--- config.mk ---
export PLATFORM = sky130hd
export DESIGN_NAME = watch_set_controller
export DESIGN_NICKNAME = d
export VERILOG_FILES = /design/src/rtl/watch_pkg.sv /design/src/rtl/ms_strobe_gen.sv /design/src/rtl/watch_set_controller.sv
export SDC_FILE = /design/constraint.sdc
export NUM_CORES = 1
export LEC_CHECK = 0
export ABC_AREA = 1
export ABC_CLOCK_PERIOD_IN_PS = 6200
export BUFFER_PORTS_ARGS = -buffer_cell sky130_fd_sc_hd__buf_2
export CAP_MARGIN = 20
export CORE_MARGIN = 1.5
export CORE_UTILIZATION = 55
export DETAILED_ROUTE_END_ITERATION = 6
export HOLD_SLACK_MARGIN = 0.03
export PLACE_DENSITY = 0.79
export SLEW_MARGIN = 20
export SYNTH_ARGS = -nofsm -noshare
export SYNTH_HDL_FRONTEND = slang
export SYNTH_HIERARCHICAL = 1
export SYNTH_SLANG_ARGS = --single-unit
--- constraint.sdc ---
create_clock -name clk -period 6.2 [get_ports clk]
set_input_delay 0.31 -clock clk [delete_from_list [all_inputs] [get_ports clk]]
set_output_delay 0.31 -clock clk [all_outputs]
set_load 0.02 [all_outputs]
--- src/rtl/watch_pkg.sv ---
// Shared types and constants for the watch setting controller.
// State codes double as display field codes.
package watch_pkg;

  typedef enum logic [1:0] {
    RUN      = 2'd0,
    SET_HOUR = 2'd1,
    SET_MIN  = 2'd2,
    SET_SEC  = 2'd3
  } state_e;

  localparam logic [1:0] FIELD_NONE = 2'd0;
  localparam logic [1:0] FIELD_HOUR = 2'd1;
  localparam logic [1:0] FIELD_MIN  = 2'd2;
  localparam logic [1:0] FIELD_SEC  = 2'd3;

  function automatic int ms_div(input int clk_hz);
    return (clk_hz / 1000 < 1) ? 1 : clk_hz / 1000;
  endfunction

endpackage

--- src/rtl/ms_strobe_gen.sv ---
// Free-running one-cycle strobe, once per millisecond of clk.
module ms_strobe_gen
  import watch_pkg::*;
#(
  parameter int CLK_HZ = 100_000_000
) (
  input  logic clk,
  input  logic rst,
  output logic o_stb
);

  localparam int DIV = ms_div(CLK_HZ);
  localparam int W   = (DIV > 1) ? $clog2(DIV) : 1;

  logic [W-1:0] cnt_q, cnt_d;
  logic         stb_q, stb_d;
  logic         wrap;

  always_comb begin
    wrap  = (cnt_q == W'(DIV - 1));
    cnt_d = wrap ? '0 : cnt_q + W'(1);
    stb_d = wrap;
  end

  always_ff @(posedge clk or posedge rst) begin
    if (rst) begin
      cnt_q <= '0;
      stb_q <= 1'b0;
    end else begin
      cnt_q <= cnt_d;
      stb_q <= stb_d;
    end
  end

  assign o_stb = stb_q;

endmodule

--- src/rtl/watch_set_controller.sv ---
// Run/stop, clear and field-setting sequencer for the watch datapath,
// with button auto-repeat, idle timeout and field blink.
module watch_set_controller
  import watch_pkg::*;
#(
  parameter int CLK_HZ          = 100_000_000,
  parameter int REPEAT_DELAY_MS = 500,
  parameter int REPEAT_RATE_MS  = 100,
  parameter int TIMEOUT_S       = 10,
  parameter int BLINK_HZ        = 2
) (
  input  logic       clk,
  input  logic       rst,
  input  logic       i_set_req,
  input  logic       i_btn_up,
  input  logic       i_btn_down,
  input  logic       i_run_stop,
  input  logic       i_clear,
  output logic       o_run,
  output logic       o_mode,
  output logic       o_clear,
  output logic       o_hour_tick,
  output logic       o_min_tick,
  output logic       o_sec_tick,
  output logic       o_setting,
  output logic [1:0] o_field,
  output logic       o_blink
);

  localparam int TO_MS   = TIMEOUT_S * 1000;
  localparam int TO_W    = $clog2(TO_MS + 1);
  localparam int REP_MAX = (REPEAT_DELAY_MS > REPEAT_RATE_MS) ?
                           REPEAT_DELAY_MS : REPEAT_RATE_MS;
  localparam int REP_W   = $clog2(REP_MAX + 1);
  localparam int BL_MS   = (1000 / (2 * BLINK_HZ) < 1) ?
                           1 : 1000 / (2 * BLINK_HZ);
  localparam int BL_W    = $clog2(BL_MS + 1);

  logic stb;

  ms_strobe_gen #(.CLK_HZ(CLK_HZ)) u_ms (
    .clk   (clk),
    .rst   (rst),
    .o_stb (stb)
  );

  state_e           state_q, state_d;
  logic             run_flag_q, run_flag_d;
  logic             up_q, up_d, dn_q, dn_d;
  logic             rep_act_q, rep_act_d;
  logic             rep_first_q, rep_first_d;
  logic             rep_dir_q, rep_dir_d;
  logic [REP_W-1:0] rep_cnt_q, rep_cnt_d;
  logic [TO_W-1:0]  to_cnt_q, to_cnt_d;
  logic [BL_W-1:0]  bl_cnt_q, bl_cnt_d;
  logic             run_q, run_d, mode_q, mode_d, clr_q, clr_d;
  logic             hour_q, hour_d, min_q, min_d, sec_q, sec_d;
  logic             set_q, set_d, blink_q, blink_d;
  logic [1:0]       field_q, field_d;

  logic             setting, up_edge, dn_edge, rep_hold;
  logic             tick, tick_dir, to_hit, entry;
  logic [REP_W-1:0] rep_tgt;

  always_comb begin
    state_d     = state_q;
    run_flag_d  = run_flag_q;
    up_d        = i_btn_up;
    dn_d        = i_btn_down;
    rep_act_d   = rep_act_q;
    rep_first_d = rep_first_q;
    rep_dir_d   = rep_dir_q;
    rep_cnt_d   = rep_cnt_q;
    to_cnt_d    = to_cnt_q;
    bl_cnt_d    = bl_cnt_q;
    blink_d     = blink_q;
    tick        = 1'b0;
    tick_dir    = 1'b0;

    setting  = (state_q != RUN);
    up_edge  = i_btn_up & ~up_q & ~i_btn_down;
    dn_edge  = i_btn_down & ~dn_q & ~i_btn_up;
    rep_hold = rep_dir_q ? (i_btn_down & ~i_btn_up)
                         : (i_btn_up & ~i_btn_down);
    rep_tgt  = rep_first_q ? REP_W'(REPEAT_DELAY_MS)
                           : REP_W'(REPEAT_RATE_MS);

    if (!setting || i_set_req) begin
      rep_act_d = 1'b0;
      rep_cnt_d = '0;
    end else if (up_edge || dn_edge) begin
      tick        = 1'b1;
      tick_dir    = dn_edge;
      rep_act_d   = 1'b1;
      rep_first_d = 1'b1;
      rep_dir_d   = dn_edge;
      rep_cnt_d   = '0;
    end else if (rep_act_q && rep_hold) begin
      if (stb) begin
        if (rep_cnt_q + REP_W'(1) == rep_tgt) begin
          tick        = 1'b1;
          tick_dir    = rep_dir_q;
          rep_cnt_d   = '0;
          rep_first_d = 1'b0;
        end else begin
          rep_cnt_d = rep_cnt_q + REP_W'(1);
        end
      end
    end else begin
      rep_act_d = 1'b0;
      rep_cnt_d = '0;
    end

    // Idle timer restarts on any operator activity.
    to_hit = setting & stb & ~tick & (to_cnt_q == TO_W'(TO_MS - 1));
    if (!setting || i_set_req || tick) begin
      to_cnt_d = '0;
    end else if (stb) begin
      to_cnt_d = to_cnt_q + TO_W'(1);
    end

    if (i_set_req) begin
      unique case (state_q)
        RUN:      state_d = SET_HOUR;
        SET_HOUR: state_d = SET_MIN;
        SET_MIN:  state_d = SET_SEC;
        SET_SEC:  state_d = RUN;
        default:  state_d = RUN;
      endcase
    end else if (to_hit) begin
      state_d = RUN;
    end

    if (i_run_stop && state_q == RUN) begin
      run_flag_d = ~run_flag_q;
    end

    entry = (state_d != state_q);
    if (state_d == RUN || entry || i_btn_up || i_btn_down) begin
      blink_d  = 1'b1;
      bl_cnt_d = '0;
    end else if (stb) begin
      if (bl_cnt_q == BL_W'(BL_MS - 1)) begin
        bl_cnt_d = '0;
        blink_d  = ~blink_q;
      end else begin
        bl_cnt_d = bl_cnt_q + BL_W'(1);
      end
    end

    run_d   = run_flag_d & (state_d == RUN);
    clr_d   = i_clear & (state_q == RUN) & ~run_flag_q;
    mode_d  = tick & tick_dir;
    hour_d  = tick & (state_q == SET_HOUR);
    min_d   = tick & (state_q == SET_MIN);
    sec_d   = tick & (state_q == SET_SEC);
    set_d   = (state_d != RUN);
    field_d = state_d;
  end

  always_ff @(posedge clk or posedge rst) begin
    if (rst) begin
      state_q     <= RUN;
      run_flag_q  <= 1'b0;
      up_q        <= 1'b0;
      dn_q        <= 1'b0;
      rep_act_q   <= 1'b0;
      rep_first_q <= 1'b0;
      rep_dir_q   <= 1'b0;
      rep_cnt_q   <= '0;
      to_cnt_q    <= '0;
      bl_cnt_q    <= '0;
      run_q       <= 1'b0;
      mode_q      <= 1'b0;
      clr_q       <= 1'b0;
      hour_q      <= 1'b0;
      min_q       <= 1'b0;
      sec_q       <= 1'b0;
      set_q       <= 1'b0;
      field_q     <= FIELD_NONE;
      blink_q     <= 1'b1;
    end else begin
      state_q     <= state_d;
      run_flag_q  <= run_flag_d;
      up_q        <= up_d;
      dn_q        <= dn_d;
      rep_act_q   <= rep_act_d;
      rep_first_q <= rep_first_d;
      rep_dir_q   <= rep_dir_d;
      rep_cnt_q   <= rep_cnt_d;
      to_cnt_q    <= to_cnt_d;
      bl_cnt_q    <= bl_cnt_d;
      run_q       <= run_d;
      mode_q      <= mode_d;
      clr_q       <= clr_d;
      hour_q      <= hour_d;
      min_q       <= min_d;
      sec_q       <= sec_d;
      set_q       <= set_d;
      field_q     <= field_d;
      blink_q     <= blink_d;
    end
  end

  assign o_run       = run_q;
  assign o_mode      = mode_q;
  assign o_clear     = clr_q;
  assign o_hour_tick = hour_q;
  assign o_min_tick  = min_q;
  assign o_sec_tick  = sec_q;
  assign o_setting   = set_q;
  assign o_field     = field_q;
  assign o_blink     = blink_q;

endmodule

Word-level counts from Yosys, hierarchy flattened
Index checks and enable logic that the tools add are counted.
{"block": "op_classes", "addsub": 4, "n_eq_ne": 10, "muxes": 37, "bitwise": 24, "reduce_logical": 22}
{"cell": "two-way mux 9 bit", "n": 6}
{"cell": "two-way mux 14 bit", "n": 2}
{"cell": "two-way mux 8 bit", "n": 3}
{"cell": "two-way mux 1 bit", "n": 22}
{"cell": "adder 17 x 1 -> 17 bit, second input constant", "n": 1}
{"cell": "equality test 17 bit, second input constant", "n": 1}
{"cell": "two-way mux 17 bit", "n": 1}
{"cell": "AND 1 bit", "n": 16}
{"cell": "nonzero test 2 bit", "n": 8}
{"cell": "adder 14 x 1 -> 14 bit, second input constant", "n": 1}
{"cell": "equality test 14 bit, second input constant", "n": 1}
{"cell": "adder 9 x 1 -> 9 bit, second input constant", "n": 1}
{"cell": "equality test 9 bit", "n": 1}
{"cell": "adder 8 x 1 -> 8 bit, second input constant", "n": 1}
{"cell": "equality test 8 bit, second input constant", "n": 1}
{"cell": "inverter 1 bit", "n": 8}
{"cell": "case mux 2 bit (4 select lines)", "n": 1}
{"cell": "logical OR 1 bit", "n": 6}
{"cell": "equality test 2 bit, second input constant", "n": 2}
{"cell": "zero test 2 bit", "n": 2}
{"cell": "two-way mux 2 bit", "n": 2}
{"cell": "!= test 4 x 3 -> 1 bit, second input constant", "n": 1}
{"cell": "AND reduction 2 bit", "n": 2}
{"cell": "AND reduction 4 bit", "n": 1}
{"cell": "other kinds (5)", "n": 6}
{"block": "word_totals", "regBits": 65, "input_bits": 7, "out_inout_bits": 10, "elab_cells": 117}

Logic depth before layout (Yosys ltp)
{"block": "depth", "ltp_word": 18, "ltp_mapped": 22, "depth_no_buf": 22}

Modules after synthesis
Netlist, hierarchy kept.
{"module": "watch_set_controller", "instances": 1, "cells_each": 304, "area_each_um2": 2483.6, "seq_area_each_um2": 1177.4}
{"module": "ms_strobe_gen", "instances": 1, "cells_each": 145, "area_each_um2": 1002.2, "seq_area_each_um2": 450.4}

Worst setup path before layout
OpenSTA, ideal clock, no wires.
{"block": "synth_timing", "kind": "reg-to-reg", "startpoint": "reg, netlist name o_field[0]", "endpoint": "reg blink_q, in the netlist o_blink", "setup_ps": 61, "arrival_ps": 2296, "t_required_ps": 6139, "slack_ps": 3844, "path_stages_with_launch": 17, "path_buffers": 1, "period_less_slack_ps": 2356, "cell_sequence": "dfrtp_1 inv_1 ha_1 nor2_1 nand2_1 o21ai_0 nand2_4 nand2_2 nand2_1 nand2_2 nand2_2 nand2_1 nand2_2 nor2_4 buf_6 o211ai_1 nand2_1"}
{"item": "to (signal assigned)", "line_no": "watch_set_controller.sv:201", "source": "blink_q <= blink_d;"}
{"item": "to (decl)", "line_no": "watch_set_controller.sv:58", "source": "logic set_q, set_d, blink_q, blink_d;"}

==> out/results.tsv <==
stage	metric	value	unit
timing	tightestPinTransition	0.9461	ns
layout	diodes	0	
layout	nets	489	
grt	overflow	0	
critical_path	path_max_fanout	16	
place	dp_hpwl	4889	µm
synthesis	synthTopCellsByCount	95 x nand2_1, 68 x inv_1, 66 x nor2_1, 64 x dfrtp_1, 36 x nand3_1	
synthesis	syn-mean-instance-area	7.764	µm²
worst_hold_path	hp-class	input port to async pin	
synthesis	synth_cells	449	
power	switchingPower	0.3037	mW
grt	antenna_found_initial	0	
power	power_frac_seq	0.485	
power	leakage	1.872	nW
cts	cts_hold_buf	0	
synthesis	synth_top_family_by_area	simple AND/OR/NAND/NOR gates	
critical_path	crit_path_start_kind	flop	
floorplanning	die_y	82.61	µm
synthesis	post-synth-top-count-cell	nand2_1	
timing	clock_skew	0.008085	ns
synthesis	synth-simple-area-share	0.3073	
synthesis	muxShareOfSynthArea	0	
route	wl_per_cell	12.61	µm
timing	tns	0	ns
cts	cts_resized	0	
floorplanning	core_area	6026	µm²
critical_path	path_cells	inv_1 > ha_1 > nor2_1 > nand2_1 > o21ai_0 > nand2_4 > nand2_2 > nand2_1 > nand2_2 > nand2_2 > nand2_1 > nand2_2 > nor2_4 > nand2_1 > o21ai_1	
synthesis	synth_edf_count	0	
place	dpl_worst_slack	3.550	ns
place	io_buffers	16	
place	gp_congestion	0.9015	
critical_path	critical_path_arrival	2.98	ns
status	status	complete, no violations	
critical_path	cp_slowest_cell	dfrtp_1	
timing	max_freq	0.3677	GHz
route	drt-total-wl	6947	µm
synthesis	synth_top_area_cell	dfrtp_1	
power	p_per_area	254.8	nW/µm²
timing	finalMaxSlewViolations	0	
synthesis	synth_fp_nets	465	
cts	cts.htree.levels	3	
floorplanning	ioPinCount	17	
synthesis	netlist_top_cells_area	dfrtp_1 46%, nand2_1 10%, inv_1 7.3%	
timing	slew_headroom	0.3635	
cts	clk_pin_slew_worst_paths	0.07	ns
grt	met3_usage	0.05604	
synthesis	synth-compound-area-share	0.05671	
layout	stdcell_count	551	
route	drt-pass1-iter-count	5	
layout	drive_gt1_frac	0.1176	
timing	setup_slack	3.480	ns
power	pwr-share-comb	0.183	
grt	grt_max_degree	48	
grt	use_met2	0.3650	
floorplanning	die_area	6824	µm²
timing	rsz0062_at_grt	no	
critical_path	r2r_start	o_field[1]$_DFF_PP0_	
cts	cts-root-buf	clkbuf_8	
synthesis	async_reset_ff_frac	1.000	
grt	grt.busiest_layer	met2	
cts	cts_sinks	65	
grt	grt_pass1_vias	2677	
layout	final_util	0.6323	
synthesis	yosys_warnings	6	
grt	grt_first_pass_wirelength	11780	µm
place	dp.cells	536	
cts	clk_latency	0.34	ns
synthesis	yosysTopAreaCellShare	0.4594	
layout	syn2layout_area_growth	9.296	%
critical_path	worstSetupEndpointType	flop	
synthesis	syn_area	3486	µm²
route	antenna_left	0	
timing	period_needed	2.720	ns
timing	hold_viol_final	0	
synthesis	synth_ff_type	dfrtp_1	
synthesis	synthAdderAreaFrac	0.03230	
grt	grt_use_met1	0.2972	
cts	cts_inserted_buffers	9	
power	pwr-share-clk	0.332	
synthesis	synth-xor-area-share	0.05025	
layout	fillers	512	
critical_path	r2r_slack	3.48	ns
synthesis	ys_types	33	
cts	clock_path_buffers	2	
power	p_int	0.6671	mW
timing	setup_viol	0	
floorplanning	rows	28	
timing	final.period_utilization	0.4387	
route	drtIter0Drc	231	
route	vias_per_cell	5.241	
floorplanning	die_w	82.61	µm
critical_path	worst_ep_required_time	6.46	ns
critical_path	r2r_end	bl_cnt_q[1]$_DFFE_PP0P_	
route	vias	2888	
power	switching_share	0.3129	
cts	cts_tree	yes	
critical_path	max_stage_delay	0.42	ns
critical_path	worst_r2r_path_depth	15	
synthesis	ys_seq_elements	65	
cts	post-cts-setup-buffers	0	
grt	grt.total_usage	0.2282	
route	route.detailed.drc	0	
power	vdd_drop_max	204.3	µV
synthesis	seq_area_frac_synth	0.4670	
floorplanning	start_util	0.5785	
critical_path	critical_path_class	flop to flop	
run	cap_violations	0	
cells by family (layout without fill, tap and decap cells):
logic type	Yosys count	count (layout)
AOI/OAI and AO/OA	36	36
xor gates and xnor gates	20	20
adders and majority gates	9	9
buffers and inverters	77	104
DFF	65	65
and+or+nand+nor	242	242
sequential cells by signal (all words and copies together) (netlist names):
signal,cells
u_ms/o_stb,1
o_min_tick,1
o_setting,1
o_field,2
to_cnt_q,14
rep_cnt_q,9
o_clear,1
up_q,1
bl_cnt_q,8
rep_act_q,1
rep_first_q,1
o_run,1
o_sec_tick,1
o_blink,1
dn_q,1
o_mode,1
rep_dir_q,1
run_flag_q,1
o_hour_tick,1
u_ms/cnt_q,17
metal layers:
metal / up-vias / part of all wire
li1: 1456 / -
met1: 1351 / 0.47
met2: 71 / 0.47
met3: 10 / 0.043
met4: 0 / 0.015
met5: - / 0
power by group through the flow:
stage	sequential [mW]	clock, mW	combinational (mW)
floorplan	0.497	0	0.109
global placement	0.477	0	0.167
detailed placement	0.479	0	0.175
CTS	0.471	0.326	0.177
global route	0.476	0.347	0.203
finish	0.471	0.322	0.178
layout make-up:
cell class	count	area, µm²	share of cell area
Timing Repair Buffer	17	87.58	0.02299
Clock inverter	3	17.52	0.004598
Tap cell	75	93.84	0.02463
Clock buffer	11	151.4	0.03974
Multi-Input combinational cell	307	1556	0.4085
Inverter	73	275.3	0.07225
Sequential cell	65	1628	0.4273
worst max-delay path by stage:
stage	startpoint	to	slack, ns	cells after the start
2_1_floorplan	o_field[0]$_DFF_PP0_	o_blink$_DFFE_PP1P_	3.84	16
3_3_place_gp	o_field[1]$_DFF_PP0_	bl_cnt_q[2]$_DFFE_PP0P_	3.76	15
3_5_place_dp	o_field[0]$_DFF_PP0_	bl_cnt_q[1]$_DFFE_PP0P_	3.55	15
4_1_cts	o_field[0]$_DFF_PP0_	bl_cnt_q[1]$_DFFE_PP0P_	3.55	15
5_1_grt	o_field[0]$_DFF_PP0_	bl_cnt_q[1]$_DFFE_PP0P_	3.22	15
6_report	o_field[1]$_DFF_PP0_	bl_cnt_q[1]$_DFFE_PP0P_	3.48	15
stage by stage:
step           hold slack (ns)  cell area (µm²)  power, mW
3_5_place_dp            0.4287             3632     0.6536
6_report               0.08687             3810     0.9708
2_1_floorplan           0.2486             3486     0.6068
3_3_place_gp            0.4375             3632     0.6443
5_1_grt                0.09415             3810      1.026
4_1_cts                 0.1022             3801     0.9736
layout by cell type (no fill, tap or decap), drive strengths merged, types with 2 or more instances in the layout:
cell type / netlist / final
clkbuf: 1 / 11
nand4: 9 / 9
o211ai: 2 / 2
o21ai: 20 / 20
nor3b: 3 / 3
o22ai: 3 / 3
a21oi: 8 / 8
xor2: 16 / 16
xnor2: 4 / 4
nor3: 14 / 14
inv: 73 / 72
nand2: 104 / 104
buf: 3 / 17
dfrtp: 64 / 64
nor2: 73 / 73
clkinv: 0 / 3
nand3: 37 / 37
ha: 9 / 9
worst max-delay path, delay by kind of cell (launching register included):
| kind | cells | cell delay (ns) |
|---|---|---|
| AOI/OAI and AO/OA | 2 | 0.48 |
| adders and majority gates | 1 | 0.27 |
| buffers and inverters | 1 | 0.12 |
| DFF | 1 | 0.42 |
| and+or+nand+nor | 11 | 1.35 |
(Power assumes the default switching activity.)
